### config.mk
export PLATFORM = sky130hd
export DESIGN_NAME = apb_node_reg
export DESIGN_NICKNAME = d
export VERILOG_FILES = /design/src/rtl/apb_node_reg.sv
export SDC_FILE = /design/constraint.sdc
export NUM_CORES = 1
export LEC_CHECK = 0
export BUFFER_PORTS_ARGS = -buffer_cell sky130_fd_sc_hd__buf_2
export CAP_MARGIN = 25
export CORE_AREA = 4 4 377 379
export DETAILED_ROUTE_END_ITERATION = 6
export DIE_AREA = 0 0 381 383
export PLACE_DENSITY_LB_ADDON = 0.15
export RECOVER_POWER = 50
export SKIP_CTS_REPAIR_TIMING = 1
export SKIP_LAST_GASP = 1
export SLEW_MARGIN = 20
export SYNTH_ARGS = -nofsm -noshare
export SYNTH_HDL_FRONTEND = slang
export SYNTH_SLANG_ARGS = --single-unit
### constraint.sdc
create_clock -name clk_i -period 3.4 [get_ports clk_i]
set_input_delay 0.17 -clock clk_i [delete_from_list [all_inputs] [get_ports clk_i]]
set_output_delay 0.17 -clock clk_i [all_outputs]
set_load 0.01 [all_outputs]
### src/rtl/apb_node_reg.sv
// APB 1-to-N node: decodes an upstream transfer against per-port address rules,
// replays it on the selected downstream port with a registered request, and returns the response.
module apb_node_reg #(
    parameter int NB_MASTER      = 8,
    parameter int APB_DATA_WIDTH = 32,
    parameter int APB_ADDR_WIDTH = 32,
    parameter int TIMEOUT_CYCLES = 16
) (
    input  logic                                  clk_i,
    input  logic                                  rst_i,

    input  logic                                  s_psel_i,
    input  logic                                  s_penable_i,
    input  logic                                  s_pwrite_i,
    input  logic [APB_ADDR_WIDTH-1:0]             s_paddr_i,
    input  logic [APB_DATA_WIDTH-1:0]             s_pwdata_i,
    input  logic [APB_DATA_WIDTH/8-1:0]           s_pstrb_i,
    output logic [APB_DATA_WIDTH-1:0]             s_prdata_o,
    output logic                                  s_pready_o,
    output logic                                  s_pslverr_o,

    output logic [NB_MASTER-1:0]                  m_psel_o,
    output logic                                  m_penable_o,
    output logic                                  m_pwrite_o,
    output logic [APB_ADDR_WIDTH-1:0]             m_paddr_o,
    output logic [APB_DATA_WIDTH-1:0]             m_pwdata_o,
    output logic [APB_DATA_WIDTH/8-1:0]           m_pstrb_o,
    input  logic [NB_MASTER*APB_DATA_WIDTH-1:0]   m_prdata_i,
    input  logic [NB_MASTER-1:0]                  m_pready_i,
    input  logic [NB_MASTER-1:0]                  m_pslverr_i,

    input  logic [NB_MASTER*APB_ADDR_WIDTH-1:0]   start_addr_i,
    input  logic [NB_MASTER*APB_ADDR_WIDTH-1:0]   end_addr_i,
    input  logic [NB_MASTER-1:0]                  rule_en_i
);

    localparam int STRB_W = APB_DATA_WIDTH / 8;
    // Two spare codes above TIMEOUT_CYCLES-1 so the counter can saturate instead of wrapping.
    localparam int CNT_W  = $clog2(TIMEOUT_CYCLES + 2);
    localparam logic [CNT_W-1:0] TO_LAST =
        (TIMEOUT_CYCLES > 0) ? CNT_W'(TIMEOUT_CYCLES - 1) : {CNT_W{1'b0}};
    localparam logic [CNT_W-1:0] CNT_MAX = {CNT_W{1'b1}};

    typedef enum logic [2:0] {
        IDLE   = 3'd0,
        SETUP  = 3'd1,
        ACCESS = 3'd2,
        RESP   = 3'd3,
        ERR    = 3'd4
    } state_e;

    state_e                      state_q,     state_d;
    logic [CNT_W-1:0]            cnt_q,       cnt_d;
    logic [APB_ADDR_WIDTH-1:0]   paddr_q,     paddr_d;
    logic                        pwrite_q,    pwrite_d;
    logic [APB_DATA_WIDTH-1:0]   pwdata_q,    pwdata_d;
    logic [STRB_W-1:0]           pstrb_q,     pstrb_d;
    logic [NB_MASTER-1:0]        m_psel_q,    m_psel_d;
    logic                        m_penable_q, m_penable_d;
    logic                        s_pready_q,  s_pready_d;
    logic                        s_pslverr_q, s_pslverr_d;
    logic [APB_DATA_WIDTH-1:0]   s_prdata_q,  s_prdata_d;

    logic [NB_MASTER-1:0]        hit_s;
    logic [NB_MASTER-1:0]        dec_s;
    logic [APB_DATA_WIDTH-1:0]   sel_rdata_s;
    logic                        sel_ready_s;
    logic                        sel_err_s;
    logic                        timeout_hit_s;

    // Address decode: per-rule range hit, then isolate the lowest set bit as the winner.
    always_comb begin
        hit_s = {NB_MASTER{1'b0}};
        for (int i = 0; i < NB_MASTER; i++) begin
            hit_s[i] = rule_en_i[i]
                && (s_paddr_i >= start_addr_i[i*APB_ADDR_WIDTH +: APB_ADDR_WIDTH])
                && (s_paddr_i <= end_addr_i[i*APB_ADDR_WIDTH +: APB_ADDR_WIDTH]);
        end
        dec_s = hit_s & (~hit_s + NB_MASTER'(1));
    end

    // Response mux keyed by the registered one-hot select, so unselected ports are ignored.
    always_comb begin
        sel_rdata_s = {APB_DATA_WIDTH{1'b0}};
        sel_ready_s = 1'b0;
        sel_err_s   = 1'b0;
        for (int i = 0; i < NB_MASTER; i++) begin
            sel_rdata_s = sel_rdata_s | (m_prdata_i[i*APB_DATA_WIDTH +: APB_DATA_WIDTH]
                                         & {APB_DATA_WIDTH{m_psel_q[i]}});
            sel_ready_s = sel_ready_s | (m_pready_i[i] & m_psel_q[i]);
            sel_err_s   = sel_err_s   | (m_pslverr_i[i] & m_psel_q[i]);
        end
        timeout_hit_s = (TIMEOUT_CYCLES > 0) && (cnt_q == TO_LAST);
    end

    // Next-state and next-output logic for the transfer FSM.
    always_comb begin
        state_d     = state_q;
        cnt_d       = cnt_q;
        paddr_d     = paddr_q;
        pwrite_d    = pwrite_q;
        pwdata_d    = pwdata_q;
        pstrb_d     = pstrb_q;
        m_psel_d    = {NB_MASTER{1'b0}};
        m_penable_d = 1'b0;
        s_pready_d  = 1'b0;
        s_pslverr_d = 1'b0;
        s_prdata_d  = {APB_DATA_WIDTH{1'b0}};

        case (state_q)
            IDLE: begin
                if (s_psel_i && s_penable_i) begin
                    paddr_d  = s_paddr_i;
                    pwrite_d = s_pwrite_i;
                    pwdata_d = s_pwdata_i;
                    pstrb_d  = s_pstrb_i;
                    if (|dec_s) begin
                        state_d  = SETUP;
                        m_psel_d = dec_s;
                    end else begin
                        state_d     = ERR;
                        s_pready_d  = 1'b1;
                        s_pslverr_d = 1'b1;
                    end
                end else begin
                    state_d = IDLE;
                end
            end
            SETUP: begin
                state_d     = ACCESS;
                m_psel_d    = m_psel_q;
                m_penable_d = 1'b1;
                cnt_d       = {CNT_W{1'b0}};
            end
            ACCESS: begin
                // A ready slave takes priority over a timeout expiring in the same cycle.
                if (sel_ready_s) begin
                    state_d     = RESP;
                    s_pready_d  = 1'b1;
                    s_pslverr_d = sel_err_s;
                    s_prdata_d  = sel_rdata_s;
                end else if (timeout_hit_s) begin
                    state_d     = RESP;
                    s_pready_d  = 1'b1;
                    s_pslverr_d = 1'b1;
                end else begin
                    state_d     = ACCESS;
                    m_psel_d    = m_psel_q;
                    m_penable_d = 1'b1;
                    cnt_d       = (cnt_q == CNT_MAX) ? cnt_q : cnt_q + CNT_W'(1);
                end
            end
            RESP: begin
                state_d = IDLE;
            end
            ERR: begin
                state_d = IDLE;
            end
            default: begin
                state_d = IDLE;
            end
        endcase
    end

    // State, request and output registers with synchronous reset.
    always_ff @(posedge clk_i) begin
        if (rst_i) begin
            state_q     <= IDLE;
            cnt_q       <= {CNT_W{1'b0}};
            paddr_q     <= {APB_ADDR_WIDTH{1'b0}};
            pwrite_q    <= 1'b0;
            pwdata_q    <= {APB_DATA_WIDTH{1'b0}};
            pstrb_q     <= {STRB_W{1'b0}};
            m_psel_q    <= {NB_MASTER{1'b0}};
            m_penable_q <= 1'b0;
            s_pready_q  <= 1'b0;
            s_pslverr_q <= 1'b0;
            s_prdata_q  <= {APB_DATA_WIDTH{1'b0}};
        end else begin
            state_q     <= state_d;
            cnt_q       <= cnt_d;
            paddr_q     <= paddr_d;
            pwrite_q    <= pwrite_d;
            pwdata_q    <= pwdata_d;
            pstrb_q     <= pstrb_d;
            m_psel_q    <= m_psel_d;
            m_penable_q <= m_penable_d;
            s_pready_q  <= s_pready_d;
            s_pslverr_q <= s_pslverr_d;
            s_prdata_q  <= s_prdata_d;
        end
    end

    assign m_psel_o    = m_psel_q;
    assign m_penable_o = m_penable_q;
    assign m_pwrite_o  = pwrite_q;
    assign m_paddr_o   = paddr_q;
    assign m_pwdata_o  = pwdata_q;
    assign m_pstrb_o   = pstrb_q;
    assign s_pready_o  = s_pready_q;
    assign s_pslverr_o = s_pslverr_q;
    assign s_prdata_o  = s_prdata_q;

endmodule

==> impl_metrics.csv <==
group,metric,value,unit
global_route,vias_in_the_first_global_route,23459,
yosys,postSynthAreaPerCell,7.41,um^2
detailed_routing,dr.pass1.iters,5,
yosys,async_reset_ff_frac,0,
min_path,holdCritStartpoint,"m_prdata_i[206]",
setup_path,crit_path_max_fanout,9,
setup_path,worst_ep_arrival_time,3.45,ns
timing,slew_headroom,-0.0305,
clock_network,htree_levels,4,
status,outcome,"complete, but fails checks",
global_route,gr-max-usage-layer,"met2",
detailed_routing,detail_route_antenna_nets,0,
min_path,min-delay-path-class,"input port to flop",
clock_network,cts_made_buffers,17,
setup_path,worst_setup_path_start_kind,"input port",
setup_path,timing.critical_path.required,3.77,ns
yosys,synthesis.yosys.warnings,0,
yosys,synth-main-ff-cell,"sky130_fd_sc_hd__dfxtp_1",
timing,worstMarginPinSlew,1.54,ns
global_route,globalRouteMet3Util,0.0394,
clock_network,clock_sink_count,120,
timing,hold_ws,-0.00914,ns
finish,ff_latch_area,2410,um^2
floorplan,dieWidth,381,um
timing,setup_ws,0.316,ns
global_route,grt_remaining_overflow,0,
finish,multi_input_comb_area,13600,um^2
yosys,synthesis.area,18100,um^2
floorplan,floorplan.initialDensity,0.130,
floorplan,die_height,383,um
yosys,mappedNetlistNets,3817,
setup_path,path_class,"input port to flop",
yosys,syn_inst,2437,
finish,nNetsFinal,4915,
timing,final_setup_skew,0.0135,ns
global_route,first_pass_grt_wire_length,184,mm
global_route,gr-usage-all-layers,0.180,
yosys,yosys.cell_types.count,59,
status,failed_checks,"negative hold slack, max-capacitance violations, max-slew violations",
detailed_routing,drc_errors,0,
setup_path,startpoint_of_the_worst_register_to_register_path,"m_psel_o[1]",
timing,post-route-min-period,3.08,ns
yosys,synth_sequential_area_ratio,0.133,
pwr,power.leakage,0.0144,uW
floorplan,die_area,146000,um^2
timing,finalMaxSlewViolations,11,
setup_path,timing.reg2reg.worst_path_depth,5,
global_route,grt_antenna_before_repair,74,
placement,io_buffers,976,
global_route,met2_usage,0.340,
floorplan,core_region_area,139000,um^2
pwr,power.density_cell_area,225,nW/um^2
placement,place_worst_setup_slack,-0.452,ns
floorplan,pin_count,977,
global_route,met1_track_utilization_from_global_routing,0.200,
placement,place_congestion,0.940,
clock_network,clkSlewWorstSetupHoldPaths,0.06,ns
timing,highest_clock_frequency_the_design_can_meet,324,MHz
finish,syn2layout_area_growth,49.2,%
detailed_routing,detail_route.wl_per_cell,25.4,um
finish,finalInstanceArea,26900,um^2
floorplan,rows,137,
finish,drive_above_1_share,0.291,
finish,num-fill-cells,16124,
global_route,grt_max_degree,51,
timing,setup_repair_after_global_routing_missed_its_margin,"no",
detailed_routing,vias_per_inst,4.13,
timing,final.period_utilization,0.907,
placement,place_area,25900,um^2
clock_network,clock_insertion_delay_worst_skew,0.50,ns
detailed_routing,vias,22215,
setup_path,critPathCaptureType,"flop",
clock_network,clk_path_buf_depth,2,
yosys,synth-edff-count,0,
timing,final_hold_viol_count,1,
yosys,number_of_flip_flops_and_latches_in_the_synthesized_netlist,120,
clock_network,cts_tree,"yes",
setup_path,critical_path_source,"s_paddr_i[31]",
detailed_routing,drt-total-wl,137,mm
job,max-cap-violations,1,
placement,dp_hpwl,121,mm
clock_network,clk_root_buffer_cell,"sky130_fd_sc_hd__clkbuf_16",
detailed_routing,dr.first_iter.drc_count,902,
timing,setup_violations,0,
pwr,max-vdd-ir-drop,0.000205,V
min_path,worstHoldPathCells,3,
-- synth_stat cells (2+ instances only) --
library cell,n,area share
sky130_fd_sc_hd__a21o_1,54,0.022
sky130_fd_sc_hd__nand4_1,90,0.031
sky130_fd_sc_hd__a221o_1,5,0.0028
sky130_fd_sc_hd__nand2b_1,23,0.0080
sky130_fd_sc_hd__a211oi_1,14,0.0058
sky130_fd_sc_hd__o32ai_1,2,0.00097
sky130_fd_sc_hd__a31oi_1,43,0.015
sky130_fd_sc_hd__a22o_1,36,0.017
sky130_fd_sc_hd__dfxtp_1,120,0.13
sky130_fd_sc_hd__or2_2,6,0.0021
sky130_fd_sc_hd__a211o_1,2,0.00097
sky130_fd_sc_hd__or3_1,8,0.0028
sky130_fd_sc_hd__a2111o_1,3,0.0019
sky130_fd_sc_hd__and3_1,5,0.0017
sky130_fd_sc_hd__clkbuf_1,59,0.012
sky130_fd_sc_hd__or4_1,2,0.00083
sky130_fd_sc_hd__o21a_1,14,0.0058
sky130_fd_sc_hd__nor2b_1,15,0.0052
sky130_fd_sc_hd__a32o_1,2,0.0011
sky130_fd_sc_hd__o31ai_1,5,0.0021
sky130_fd_sc_hd__a2bb2oi_1,2,0.00097
sky130_fd_sc_hd__and4_1,19,0.0092
sky130_fd_sc_hd__nand4b_1,5,0.0024
sky130_fd_sc_hd__ha_1,515,0.36
sky130_fd_sc_hd__o211ai_1,10,0.0042
sky130_fd_sc_hd__o21bai_1,2,0.00083
sky130_fd_sc_hd__nor3_1,20,0.0055
sky130_fd_sc_hd__inv_1,511,0.11
sky130_fd_sc_hd__a21boi_0,3,0.0012
sky130_fd_sc_hd__nand2_1,254,0.053
sky130_fd_sc_hd__nor2_1,47,0.0098
sky130_fd_sc_hd__and2_1,3,0.0010
sky130_fd_sc_hd__o2bb2ai_1,2,0.00097
sky130_fd_sc_hd__a21oi_1,261,0.072
sky130_fd_sc_hd__o221ai_1,4,0.0019
sky130_fd_sc_hd__nor4_1,13,0.0045
sky130_fd_sc_hd__nand3_1,33,0.0091
sky130_fd_sc_hd__a2111oi_0,5,0.0024
sky130_fd_sc_hd__a22o_2,2,0.0011
sky130_fd_sc_hd__a221oi_1,45,0.022
sky130_fd_sc_hd__o21ai_0,85,0.024
sky130_fd_sc_hd__a22oi_1,71,0.030
-- cell type report --
cell class | instances | share of cell area
Multi-Input combinational cell | 1746 | 0.503
Timing Repair Buffer | 1139 | 0.230
Sequential cell | 120 | 0.0895
Tap cell | 1807 | 0.0839
Inverter | 511 | 0.0712
Clock buffer | 20 | 0.0170
Clock inverter | 12 | 0.00334
Antenna cell | 24 | 0.00223
-- registers in the layout (all words and copies together), names as in the netlist --
name         flops
s_prdata_o      32
s_pready_o       1
m_pwdata_o      32
s_pslverr_o      1
m_paddr_o       32
cnt_q            5
m_pwrite_o       1
m_psel_o         8
m_penable_o      1
state_q          3
m_pstrb_o        4
-- metrics by stage --
step	hold WS (ns)	total power, uW	std cells	utilization	setup TNS (ns)
after floorplan	0.306	2720	2437	-	0
after global placement	0.414	4250	5261	0.186	-5.67
after detailed placement	0.417	4240	5261	0.187	-3.47
after CTS	-0.161	6210	5293	0.190	0
after global routing	0.00281	6560	5367	0.194	0
final	-0.00914	6060	5379	0.194	0
-- where the power goes --
group          switching, uW  internal (uW)  leakage, uW
logic                   1540           1150       0.0131
clock network            896            976     0.000264
registers               34.6           1460     0.000977
-- kinds of logic (layout without fill, tap and decap cells) --
kind of cell,after synthesis,in the layout,share of synthesized area
DFF,120,120,0.133
AOI/OAI and AO/OA,680,680,0.241
and+or+nand+nor,550,550,0.150
xor gates and xnor gates,1,1,0.000485
buffers and inverters,571,1682,0.119
other,0,24,0
adders and majority gates,515,515,0.357
-- path summary, 6_finish.rpt --
path	endpoint	slack, ns
setup / recovery	s_pslverr_o	0.32
hold / removal	s_prdata_o[14]	-0.009
setup reg to reg	s_prdata_o[29]	0.35
hold reg to reg	m_pwdata_o[12]	0.45
-- worst max-delay path: stages --
cell and delay, ns:
sky130_fd_sc_hd__buf_2 0.29, sky130_fd_sc_hd__buf_4 0.30, sky130_fd_sc_hd__ha_1 0.18, sky130_fd_sc_hd__nand4_1 0.28, sky130_fd_sc_hd__nor4_4 0.67, sky130_fd_sc_hd__nand4_1 0.53, sky130_fd_sc_hd__o21ai_0 0.36, sky130_fd_sc_hd__o221ai_1 0.24
sky130_fd_sc_hd__nand4b_1 0.25, sky130_fd_sc_hd__o21ai_0 0.13
-- cells in the final DEF, fill, tap and decap left out, drive strengths merged, types with 4 or more instances in the layout --
master | netlist | final
a221oi | 45 | 45
diode | 0 | 24
dlygate4sd3 | 0 | 62
or3 | 8 | 8
clkinv | 0 | 4
inv | 511 | 516
clkbuf | 59 | 128
o21ai | 86 | 86
nand3 | 34 | 34
ha | 515 | 515
a2111oi | 5 | 5
o31ai | 5 | 5
o221ai | 4 | 4
nand4 | 90 | 90
nand2 | 254 | 254
nor2 | 47 | 47
nand4b | 5 | 5
nand2b | 23 | 23
nor4 | 14 | 14
a211oi | 14 | 14
a22o | 38 | 38
o211ai | 10 | 10
or2 | 6 | 6
and2 | 4 | 4
nor3 | 20 | 20
and3 | 5 | 5
o21a | 14 | 14
buf | 1 | 969
a31oi | 43 | 43
a21o | 55 | 55
nor2b | 15 | 15
and4 | 20 | 20
a22oi | 71 | 71
a21oi | 261 | 261
dfxtp | 120 | 120
a221o | 5 | 5
-- layer usage --
layer	up-vias	routed length [um]
li1	10891	-
met1	10340	54200
met2	780	70800
met3	168	7480
met4	36	3910
met5	-	224
(Power assumes the default switching activity.)
